## src/rtl/ecc_decoder_pipe.sv

```systemverilog
// ecc_decoder_pipe: two-stage SECDED decoder for 8/16/32-bit extended-Hamming codewords.
// Rev 1.0 - initial release.
`timescale 1ns/1ps
`default_nettype none

module ecc_decoder_pipe #(
    parameter int DATA_WIDTH = 32,
    parameter int CNT_WIDTH  = 16
) (
    input  logic                  clk,
    input  logic                  rst,
    input  logic                  in_valid,
    output logic                  in_ready,
    input  logic [1:0]            codeword_width,
    input  logic [DATA_WIDTH-1:0] data_in,
    output logic                  out_valid,
    input  logic                  out_ready,
    output logic [DATA_WIDTH-1:0] data_out,
    output logic                  err_single,
    output logic                  err_double,
    output logic                  err_mode,
    output logic [4:0]            err_syn,
    input  logic                  cnt_clr,
    output logic [CNT_WIDTH-1:0]  single_cnt,
    output logic [CNT_WIDTH-1:0]  double_cnt
);

    localparam logic [1:0] MODE_8   = 2'b00;
    localparam logic [1:0] MODE_16  = 2'b01;
    localparam logic [1:0] MODE_32  = 2'b10;

    // Returns {overall parity, syndrome}. Check bits sit at power-of-two
    // positions; XORing the positions of every set bit yields the syndrome.
    function automatic logic [5:0] syndrome(input logic [31:0] cw, input int k, input int p);
        logic [4:0] s;
        logic       ov;
        int         pi;
        int         dj;
        s  = '0;
        ov = 1'b0;
        pi = 0;
        dj = 0;
        for (int pos = 1; pos < 32; pos++) begin
            if (pos < k + p) begin
                if ((pos & (pos - 1)) == 0) begin
                    if (cw[pi[4:0]]) s = s ^ pos[4:0];
                    pi++;
                end else begin
                    if (cw[5'(p + dj)]) s = s ^ pos[4:0];
                    dj++;
                end
            end
        end
        for (int b = 0; b < 32; b++) begin
            if (b < k + p) ov = ov ^ cw[b];
        end
        return {ov, s};
    endfunction

    function automatic logic [25:0] correct(input logic [25:0] d, input logic [4:0] s,
                                            input int k, input int p);
        logic [25:0] r;
        int          dj;
        r  = d;
        dj = 0;
        for (int pos = 3; pos < 32; pos++) begin
            if ((pos < k + p) && ((pos & (pos - 1)) != 0)) begin
                if (pos[4:0] == s) r[dj[4:0]] = ~r[dj[4:0]];
                dj++;
            end
        end
        return r;
    endfunction

    logic                 s1_valid_q;
    logic [1:0]           s1_mode_q;
    logic [25:0]          s1_data_q;
    logic [4:0]           s1_syn_q;
    logic                 s1_ov_q;
    logic [25:0]          s1_data_d;
    logic [4:0]           s1_syn_d;
    logic                 s1_ov_d;

    logic                 s2_valid_q;
    logic [31:0]          s2_data_q;
    logic                 s2_single_q;
    logic                 s2_double_q;
    logic                 s2_mode_q;
    logic [4:0]           s2_syn_q;
    logic [31:0]          s2_data_d;
    logic                 s2_single_d;
    logic                 s2_double_d;
    logic                 s2_mode_d;
    logic [4:0]           s2_syn_d;
    logic [25:0]          corr_data;

    logic [CNT_WIDTH-1:0] single_cnt_q;
    logic [CNT_WIDTH-1:0] double_cnt_q;

    logic                 s2_load;
    logic                 in_accept;
    logic                 out_fire;

    assign s2_load   = !s2_valid_q || out_ready;
    assign in_ready  = !s1_valid_q || s2_load;
    assign in_accept = in_valid && in_ready;
    assign out_fire  = s2_valid_q && out_ready;

    always_comb begin
        s1_syn_d  = '0;
        s1_ov_d   = 1'b0;
        s1_data_d = '0;
        case (codeword_width)
            MODE_8: begin
                {s1_ov_d, s1_syn_d} = syndrome(data_in, 4, 4);
                s1_data_d           = {22'b0, data_in[7:4]};
            end
            MODE_16: begin
                {s1_ov_d, s1_syn_d} = syndrome(data_in, 11, 5);
                s1_data_d           = {15'b0, data_in[15:5]};
            end
            MODE_32: begin
                {s1_ov_d, s1_syn_d} = syndrome(data_in, 26, 6);
                s1_data_d           = data_in[31:6];
            end
            default: begin
                s1_syn_d  = '0;
                s1_ov_d   = 1'b0;
                s1_data_d = '0;
            end
        endcase
    end

    always_ff @(posedge clk or posedge rst) begin
        if (rst) begin
            s1_valid_q <= 1'b0;
            s1_mode_q  <= '0;
            s1_data_q  <= '0;
            s1_syn_q   <= '0;
            s1_ov_q    <= 1'b0;
        end else if (in_accept) begin
            s1_valid_q <= 1'b1;
            s1_mode_q  <= codeword_width;
            s1_data_q  <= s1_data_d;
            s1_syn_q   <= s1_syn_d;
            s1_ov_q    <= s1_ov_d;
        end else if (s2_load) begin
            s1_valid_q <= 1'b0;
        end
    end

    always_comb begin
        case (s1_mode_q)
            MODE_8:  corr_data = correct(s1_data_q, s1_syn_q, 4, 4);
            MODE_16: corr_data = correct(s1_data_q, s1_syn_q, 11, 5);
            MODE_32: corr_data = correct(s1_data_q, s1_syn_q, 26, 6);
            default: corr_data = '0;
        endcase
    end

    always_comb begin
        s2_data_d   = '0;
        s2_single_d = 1'b0;
        s2_double_d = 1'b0;
        s2_mode_d   = 1'b0;
        s2_syn_d    = '0;
        if (s1_mode_q == 2'b11) begin
            s2_mode_d = 1'b1;
        end else begin
            s2_syn_d = s1_syn_q;
            // Odd overall parity means exactly one flipped bit is assumed.
            if (s1_ov_q) begin
                s2_single_d = 1'b1;
                s2_data_d   = {6'b0, corr_data};
            end else begin
                s2_data_d   = {6'b0, s1_data_q};
                s2_double_d = (s1_syn_q != 5'd0);
            end
        end
    end

    always_ff @(posedge clk or posedge rst) begin
        if (rst) begin
            s2_valid_q  <= 1'b0;
            s2_data_q   <= '0;
            s2_single_q <= 1'b0;
            s2_double_q <= 1'b0;
            s2_mode_q   <= 1'b0;
            s2_syn_q    <= '0;
        end else if (s2_load) begin
            s2_valid_q <= s1_valid_q;
            if (s1_valid_q) begin
                s2_data_q   <= s2_data_d;
                s2_single_q <= s2_single_d;
                s2_double_q <= s2_double_d;
                s2_mode_q   <= s2_mode_d;
                s2_syn_q    <= s2_syn_d;
            end
        end
    end

    always_ff @(posedge clk or posedge rst) begin
        if (rst) begin
            single_cnt_q <= '0;
            double_cnt_q <= '0;
        end else if (cnt_clr) begin
            single_cnt_q <= '0;
            double_cnt_q <= '0;
        end else if (out_fire) begin
            if (s2_single_q && (single_cnt_q != '1)) single_cnt_q <= single_cnt_q + 1'b1;
            if (s2_double_q && (double_cnt_q != '1)) double_cnt_q <= double_cnt_q + 1'b1;
        end
    end

    assign out_valid  = s2_valid_q;
    assign data_out   = s2_data_q;
    assign err_single = s2_single_q;
    assign err_double = s2_double_q;
    assign err_mode   = s2_mode_q;
    assign err_syn    = s2_syn_q;
    assign single_cnt = single_cnt_q;
    assign double_cnt = double_cnt_q;

endmodule

`default_nettype wire

```

## config.mk

```make
export PLATFORM = sky130hd
export DESIGN_NAME = ecc_decoder_pipe
export DESIGN_NICKNAME = d
export VERILOG_FILES = /design/src/rtl/ecc_decoder_pipe.sv
export SDC_FILE = /design/constraint.sdc
export NUM_CORES = 1
export LEC_CHECK = 0
export BUFFER_PORTS_ARGS = -buffer_cell sky130_fd_sc_hd__buf_2
export CAP_MARGIN = 20
export CORE_MARGIN = 2
export CORE_UTILIZATION = 41
export DETAILED_ROUTE_END_ITERATION = 8
export HOLD_SLACK_MARGIN = 0.1
export PLACE_DENSITY = 0.67
export SLEW_MARGIN = 20
export SYNTH_ARGS = -nofsm -noshare
export SYNTH_HDL_FRONTEND = slang
export SYNTH_SLANG_ARGS = --single-unit
```

## constraint.sdc

```tcl
create_clock -name clk -period 3.2 [get_ports clk]
set_clock_uncertainty 0.1 [all_clocks]
set_input_delay 0.64 -clock clk [delete_from_list [all_inputs] [get_ports clk]]
set_output_delay 0.64 -clock clk [all_outputs]
set_load 0.01 [all_outputs]
```

==> summary.md, run 1 <==
| Metric | Value |
|---|---|
| First-pass GRT wire length | `21800 um` |
| Cell area after synthesis | `5800 sq um` |
| Average instance area after synthesis | `9.41 sq um` |
| TritonCTS clock tree | `yes` |
| Final ANT Viol Nets | `0` |
| Crit share post-route | `0.770` |
| Max IR drop VDD | `265 uV` |
| Routed WL | `13500 um` |
| Crit. End Element | `register` |
| Clk pwr share | `0.299` |
| Critical path depth in cells | `7` |
| DRC | `0` |
| Core area | `13900 sq um` |
| Placed insts | `876` |
| Crit-path max FO | `3` |
| Share of cells above drive strength 1 | `0.198` |
| Flop pwr share | `0.436` |
| Crit path required time | `3.38 ns` |
| DR vias | `4575` |
| Post_cts resized | `0` |
| HPWL Detailed | `10500 um` |
| Synth warnings | `0` |
| DR WL/cell | `15.2 um` |
| CP cell instances | `buf_2, xnor3_1, xor2_1, xnor3_2, or3_2, mux2i_1, a221o_1` |
| Power density over the cells | `546 nW/um^2` |
| Largest net degree at the start of global routing | `35` |
| Critical Path AT | `2.64 ns` |
| Number of setup buffers added after CTS | `0` |
| Synth Flop Type | `dfrtp_1` |
| Post-Place Cell Area | `6450 sq um` |
| P_sw | `1.13 mW` |
| DRT iter0 DRCs | `315` |
| Worst Path Class, Setup | `input port to register` |
| Post-synth EDFFs | `0` |
| Die H | `123 um` |
| CP delay by family, top | `XOR/XNOR gates` |
| Final instance area | `6750 sq um` |
| Layout fillers | `1327` |
| Setup crit end | `s1_ov_q` |
| Worst-Skew Late Latency | `0.34 ns` |
| CP bufs+invs | `1` |
| Critical path launch point | `data_in[20]` |
| FP Rows | `43` |
| GRT overflow | `0` |
| Final Hold Fails | `0` |
| Yosys reg bits | `102` |
| Reg2Reg Setup Slack | `0.97 ns` |
| Full die area | `15100 sq um` |
| Relative slew margins | `0.568` |
| Int Pwr | `2.55 mW` |
| Async SR Flop Fraction | `1.00` |
| Max Cap Violations | `0` |
| DR vias/cell | `5.13` |
| Endpoints failing setup | `0` |
| Slowest cell delay on critical path | `0.44 ns` |
| Worst-margin pin slew | `0.646 ns` |
| Setup ws final | `0.736 ns` |
| Area delta synth->final | `16.3%` |
| Min Tclk post-route | `2.46 ns` |
| Root buf cell | `clkbuf_16` |
| Post-synthesis cell type count | `52` |
| # port buffers | `106` |
| Status | `finished, final reports clean` |
| Initial Util | `0.418` |
| Pre-CTS WS | `0.398 ns` |
| # IOs | `113` |
| H-tree Lvls | `3` |
| Peak Freq | `406 MHz` |
| Final Max Slew Viols | `0` |
| 1st-pass router iterations | `4` |
| Reg-to-reg endpoint | `double_cnt[6]` |
| Final nets | `748` |
| Initial antenna violation count | `0` |
| CP max-delay cell | `xnor3_2` |
| Sink Count | `102` |
| Die width | `123 um` |
| Number of global-route vias before repair | `4320` |
| Worst hold-check path type | `input port to asynchronous set/reset pin` |
| Antenna Cells | `0` |
| Gate power share | `0.265` |
| Clk slew on worst S/H paths | `0.07 ns` |
| Setup crit start kind | `input port` |
| RSZ-0062 raised after global routing | `no` |
| Tot GR Track Use | `0.184` |
| Sequential area share after synthesis | `0.440` |
| Max clock buf depth | `2` |
| Switching part of the total power | `0.307` |
| Worst hold slack | `0.215 ns` |
| Fin cells | `892` |
| Worst r2r src | `double_cnt[0]` |
| R2R depth | `7` |
| CTS Hold Bufs | `0` |
| RD Place Congestion | `0.840` |
| Gate Count Post-Synth | `617` |
| Lkg Pwr | `3.15 nW` |
| Inserted Clock Buffers | `9` |
| Fin Setup TNS | `0 ns` |
==> worst min-delay path by stage <==
stage	slack, ns	end	depth (start not counted)
after CTS	0.22	single_cnt[4]	2
after detailed placement	0.37	data_out[19]	2
after floorplan	0.36	s1_data_q[14]	2
final	0.22	single_cnt[3]	2
after global routing	0.23	single_cnt[4]	2
after global placement	0.36	data_out[24]	2
==> stage by stage <==
stage | power (mW) | utilization
6_report | 3.69 | 0.486
4_1_cts | 3.72 | 0.486
5_1_grt | 3.89 | 0.486
2_1_floorplan | 2.31 | -
3_5_place_dp | 2.61 | 0.464
3_3_place_gp | 2.58 | 0.463
==> cell families (layout without fill, tap and decap cells) <==
logic type | after synthesis | in the layout | synth area share
multiplexers | 3 | 3 | 0.00517
AO/OA/AOI/OAI | 85 | 85 | 0.0877
flip-flops | 102 | 102 | 0.440
AND/OR/NAND/NOR | 261 | 261 | 0.203
buffers and inverters | 41 | 131 | 0.0401
other | 1 | 6 | 0.000646
adder cells (fa/ha/maj) | 2 | 2 | 0.00431
XOR/XNOR | 122 | 122 | 0.220
==> state kept, by name (all words and copies together) (netlist names) <==
register,flops
data_out,26
s1_data_q,26
double_cnt,16
single_cnt,16
err_syn,5
s1_syn_q,5
s1_mode_q,2
err_double,1
err_mode,1
err_single,1
out_valid,1
s1_ov_q,1
s1_valid_q,1
==> power by group through the flow <==
stage               clock network [mW]  registers (mW)  logic, mW
floorplan                            0            1.61      0.699
global placement                     0            1.62      0.966
detailed placement                   0            1.63      0.984
CTS                               1.13            1.60      0.990
global route                      1.19            1.63       1.08
finish                            1.10            1.61      0.977
==> cell usage in the layout (no fill, tap or decap), types with 3 or more instances in the layout <==
| cell type | count |
|---|---|
| nor2_1 | 72 |
| or3_1 | 4 |
| o21ai_1 | 3 |
| and3_1 | 8 |
| nand3_1 | 34 |
| a21oi_1 | 22 |
| conb_1 | 6 |
| buf_2 | 106 |
| xor2_1 | 34 |
| a22o_1 | 6 |
| o21ai_0 | 36 |
| and4_1 | 3 |
| buf_12 | 3 |
| nor3_1 | 11 |
| dfrtp_1 | 102 |
| buf_4 | 4 |
| xnor3_1 | 7 |
| a221oi_1 | 7 |
| clkbuf_16 | 9 |
| xor2_2 | 4 |
| nand4_1 | 6 |
| nand2_1 | 96 |
| xnor2_1 | 71 |
| mux2i_1 | 3 |
| nor2b_1 | 11 |
| nand2b_1 | 7 |
==> synth_stat cells, types with 3 or more instances <==
master	number	area share
nand2b_1	7	0.0075
a22o_1	6	0.0091
xor2_2	4	0.011
nor2_1	72	0.047
mux2i_1	3	0.0052
xnor2_1	71	0.11
nor2b_1	11	0.012
nand2_1	96	0.062
or3_1	4	0.0043
o21ai_0	36	0.031
buf_4	6	0.0078
buf_6	3	0.0058
nand3_1	34	0.029
and3_1	8	0.0086
nor3_1	11	0.0095
and4_1	3	0.0045
a221oi_1	7	0.011
o21ai_1	3	0.0026
a21oi_1	22	0.019
xor2_1	34	0.051
nand4_1	6	0.0065
clkbuf_1	23	0.015
xnor3_1	7	0.027
dfrtp_1	102	0.44
==> metal layers <==
metal | GRT usage | wire length (um) | share of wire
met4 | 0.0455 | 119 | 0.0088
met3 | 0.0318 | 790 | 0.058
met5 | 0 | 0 | 0
met2 | 0.304 | 6350 | 0.47
met1 | 0.253 | 6260 | 0.46
==> cell type report <==
class	count	area, sq um	share of cell area
Timing Repair Buffer	113	621	0.0919
Tap cell	180	225	0.0334
Clock inverter	3	42.5	0.00630
Sequential cell	102	2550	0.378
Inverter	2	11.3	0.00167
Multi-Input combinational cell	479	3040	0.450
Clock buffer	13	260	0.0386
(Power assumes the default switching activity.)
==> run 2: changes to the inputs <==
--- a/config.mk
+++ b/config.mk
@@ -11,7 +11,7 @@
 export CORE_UTILIZATION = 41
 export DETAILED_ROUTE_END_ITERATION = 8
 export HOLD_SLACK_MARGIN = 0.1
-export PLACE_DENSITY = 0.67
+export PLACE_DENSITY = 0.64
 export SLEW_MARGIN = 20
 export SYNTH_ARGS = -nofsm -noshare
 export SYNTH_HDL_FRONTEND = slang
==> constraint.sdc (replaced) <==
create_clock -name clk -period 2.3 [get_ports clk]
set_clock_uncertainty 0.1 [all_clocks]
set_input_delay 0.46 -clock clk [delete_from_list [all_inputs] [get_ports clk]]
set_output_delay 0.46 -clock clk [all_outputs]
set_load 0.01 [all_outputs]
==> run 2 against run 1 <==
- combinational power is 49% higher
- routed wire length hardly changed
- non-clock buffer count is 38 higher
- die area stayed put
- critical path depth stayed put
- sequential share of layout area is 1.5 points lower
- sequential cell count stayed put
- sequential power is 39% higher
- total power is 42% higher
- setup slack worse by 0.53 ns
- final cell count is 4.1% higher
==> summary.md, run 2 (same netlist as run 1, synthesis figures left out) <==
| Metric | Value |
|---|---|
| CP delay by family, top | `XOR/XNOR gates` |
| Critical Path AT | `2.26 ns (-0.38 ns)` |
| Final Hold Fails | `0 (unchanged)` |
| Worst-Skew Late Latency | `0.34 ns (about the same)` |
| Full die area | `15100 sq um (unchanged)` |
| # port buffers | `106 (unchanged)` |
| DR WL/cell | `14.6 um (-4.0%)` |
| Setup ws final | `0.211 ns (-0.526 ns)` |
| Endpoints failing setup | `0 (unchanged)` |
| Largest net degree at the start of global routing | `103 (+190%)` |
| Crit share post-route | `0.908` |
| Post-Place Cell Area | `6720 sq um (+4.2%)` |
| RD Place Congestion | `0.881 (+4.9%)` |
| 1st-pass router iterations | `4 (unchanged)` |
| DRT iter0 DRCs | `346 (+9.8%)` |
| Status | `finished, final reports clean` |
| Commonest non-fill, non-tap cell in the layout | `buf_2` |
| Fin cells | `929 (+4.1%)` |
| Worst hold slack | `0.180 ns (-0.0347 ns)` |
| Initial Util | `0.418 (unchanged)` |
| P_sw | `1.59 mW (+40%)` |
| Worst Path Class, Setup | `input port to register` |
| Power density over the cells | `745 nW/um^2 (+36%)` |
| Area delta synth->final | `21.0%` |
| Reg2Reg Setup Slack | `0.22 ns (-0.75 ns)` |
| Int Pwr | `3.64 mW (+43%)` |
| Tot GR Track Use | `0.182 (-0.00212)` |
| R2R depth | `7 (unchanged)` |
| Die width | `123 um (unchanged)` |
| Share of cells above drive strength 1 | `0.242 (+0.0436)` |
| Antenna Cells | `0 (unchanged)` |
| Clk pwr share | `0.293 (-0.006)` |
| Lkg Pwr | `3.33 nW (+5.8%)` |
| Setup crit start kind | `input port` |
| Root buf cell | `clkbuf_16` |
| RSZ-0062 raised after global routing | `no` |
| Critical path depth in cells | `7 (unchanged)` |
| Fin Setup TNS | `0 ns (unchanged)` |
| Gate power share | `0.280 (+0.015)` |
| Initial antenna violation count | `0 (unchanged)` |
| Switching part of the total power | `0.304 (-0.00374)` |
| HPWL Detailed | `10400 um (-0.92%)` |
| Most frequent cells in the layout | `buf_2 (106), dfrtp_1 (102), nand2_1 (96)` |
| H-tree Lvls | `3 (unchanged)` |
| Final ANT Viol Nets | `0 (unchanged)` |
| Min Tclk post-route | `2.09 ns` |
| Sink Count | `102 (unchanged)` |
| Die H | `123 um (unchanged)` |
| Worst hold-check path type | `input port to asynchronous set/reset pin` |
| FP Rows | `43 (unchanged)` |
| CP max-delay cell | `or3_2` |
| Pre-CTS WS | `-0.126 ns (-0.524 ns)` |
| Max IR drop VDD | `365 uV (+37%)` |
| Routed WL | `13500 um (about the same)` |
| Worst-margin pin slew | `0.637 ns (-0.00887 ns)` |
| CTS Hold Bufs | `0 (unchanged)` |
| Crit-path max FO | `2 (-1)` |
| Crit. End Element | `register` |
| Slowest cell delay on critical path | `0.41 ns (-0.03 ns)` |
| Reg-to-reg endpoint | `double_cnt[9]` |
| Inserted Clock Buffers | `9 (unchanged)` |
| Clk slew on worst S/H paths | `0.07 ns (about the same)` |
| Relative slew margins | `0.575 (+0.00680)` |
| Final Util | `0.506 (+0.0195)` |
| Max clock buf depth | `2 (unchanged)` |
| Crit path required time | `2.47 ns (-0.91 ns)` |
| CP bufs+invs | `1 (unchanged)` |
| Design Power | `5.23 mW (+42%)` |
| Peak Freq | `479 MHz` |
| Number of global-route vias before repair | `4353 (+0.76%)` |
| Worst r2r src | `double_cnt[0]` |
| Final Max Slew Viols | `0 (unchanged)` |
| Final instance area | `7020 sq um (+4.0%)` |
| Placed insts | `914 (+4.3%)` |
| TritonCTS clock tree | `yes` |
| DR vias/cell | `5.00 (-2.5%)` |
| DRC | `0 (unchanged)` |
| Max Cap Violations | `0 (unchanged)` |
| Final nets | `786 (+5.1%)` |
| Core area | `13900 sq um (unchanged)` |
| First-pass GRT wire length | `21700 um (-0.41%)` |
| # IOs | `113 (unchanged)` |
| CP cell instances | `buf_2, xnor3_1, xor2_1, xnor3_2, or3_2, mux2i_1, a221o_1` |
| DR vias | `4647 (+1.6%)` |
| GRT overflow | `0 (unchanged)` |
| Flop pwr share | `0.427 (-0.009)` |
==> run 2: cell count changes in the layout (fill, tap and decap cells not counted), sizes merged <==
cell      change
clkbuf        -1
clkinvlp      -1
buf          +38
clkinv        +1
==> run 2: worst register-to-register path, delay by kind of cell, from the launching register on <==
family / cells / cell delay, ns
DFF: 1 / 0.42
AOI/OAI and AO/OA: 1 / 0.36
and+or+nand+nor: 4 / 0.63
xor gates and xnor gates: 1 / 0.18
adders and majority gates: 1 / 0.28
==> run 2: what timing repair did <==
item                       in CTS  in global routing
hold endpoints to repair        0                  0
setup endpoints to repair       0                  2
setup buffers                   0                  0
resized for setup               0                  1
==> run 2: final cells by class <==
type	instances	area, sq um
multi-input combinational	479	3050
inverter	2	11.3
sequential	102	2550
tap	180	225
timing repair buffer	151	881
clock buffer	12	256
fill	1325	6860
clock inverter	3	43.8
==> run 2: how the worst max path moves through the flow <==
stage,from,slack (ns),end
2_1_floorplan,data_in[20],0.04,s1_ov_q
3_3_place_gp,data_in[20],-0.13,s1_ov_q
3_5_place_dp,data_in[20],-0.13,s1_ov_q
4_1_cts,data_in[20],0.22,s1_ov_q
5_1_grt,single_cnt[2],0.06,single_cnt[12]
6_report,data_in[20],0.21,s1_ov_q
==> run 2: power groups by stage <==
stage                     combinational (mW)  clock (mW)  sequential, mW
after floorplan                        0.976           0            2.23
after global placement                  1.45           0            2.25
after detailed placement                1.47           0            2.26
after CTS                               1.48        1.57            2.23
after global routing                    1.62        1.64            2.26
final                                   1.46        1.53            2.23
==> run 2: per-layer routing <==
layer | track usage | vias up | share of wire
met5 | 0 | - | 0
li1 | - | 2298 | -
met1 | 0.253 | 2211 | 0.47
met4 | 0.0589 | 0 | 0.015
met2 | 0.295 | 122 | 0.47
met3 | 0.0249 | 16 | 0.045
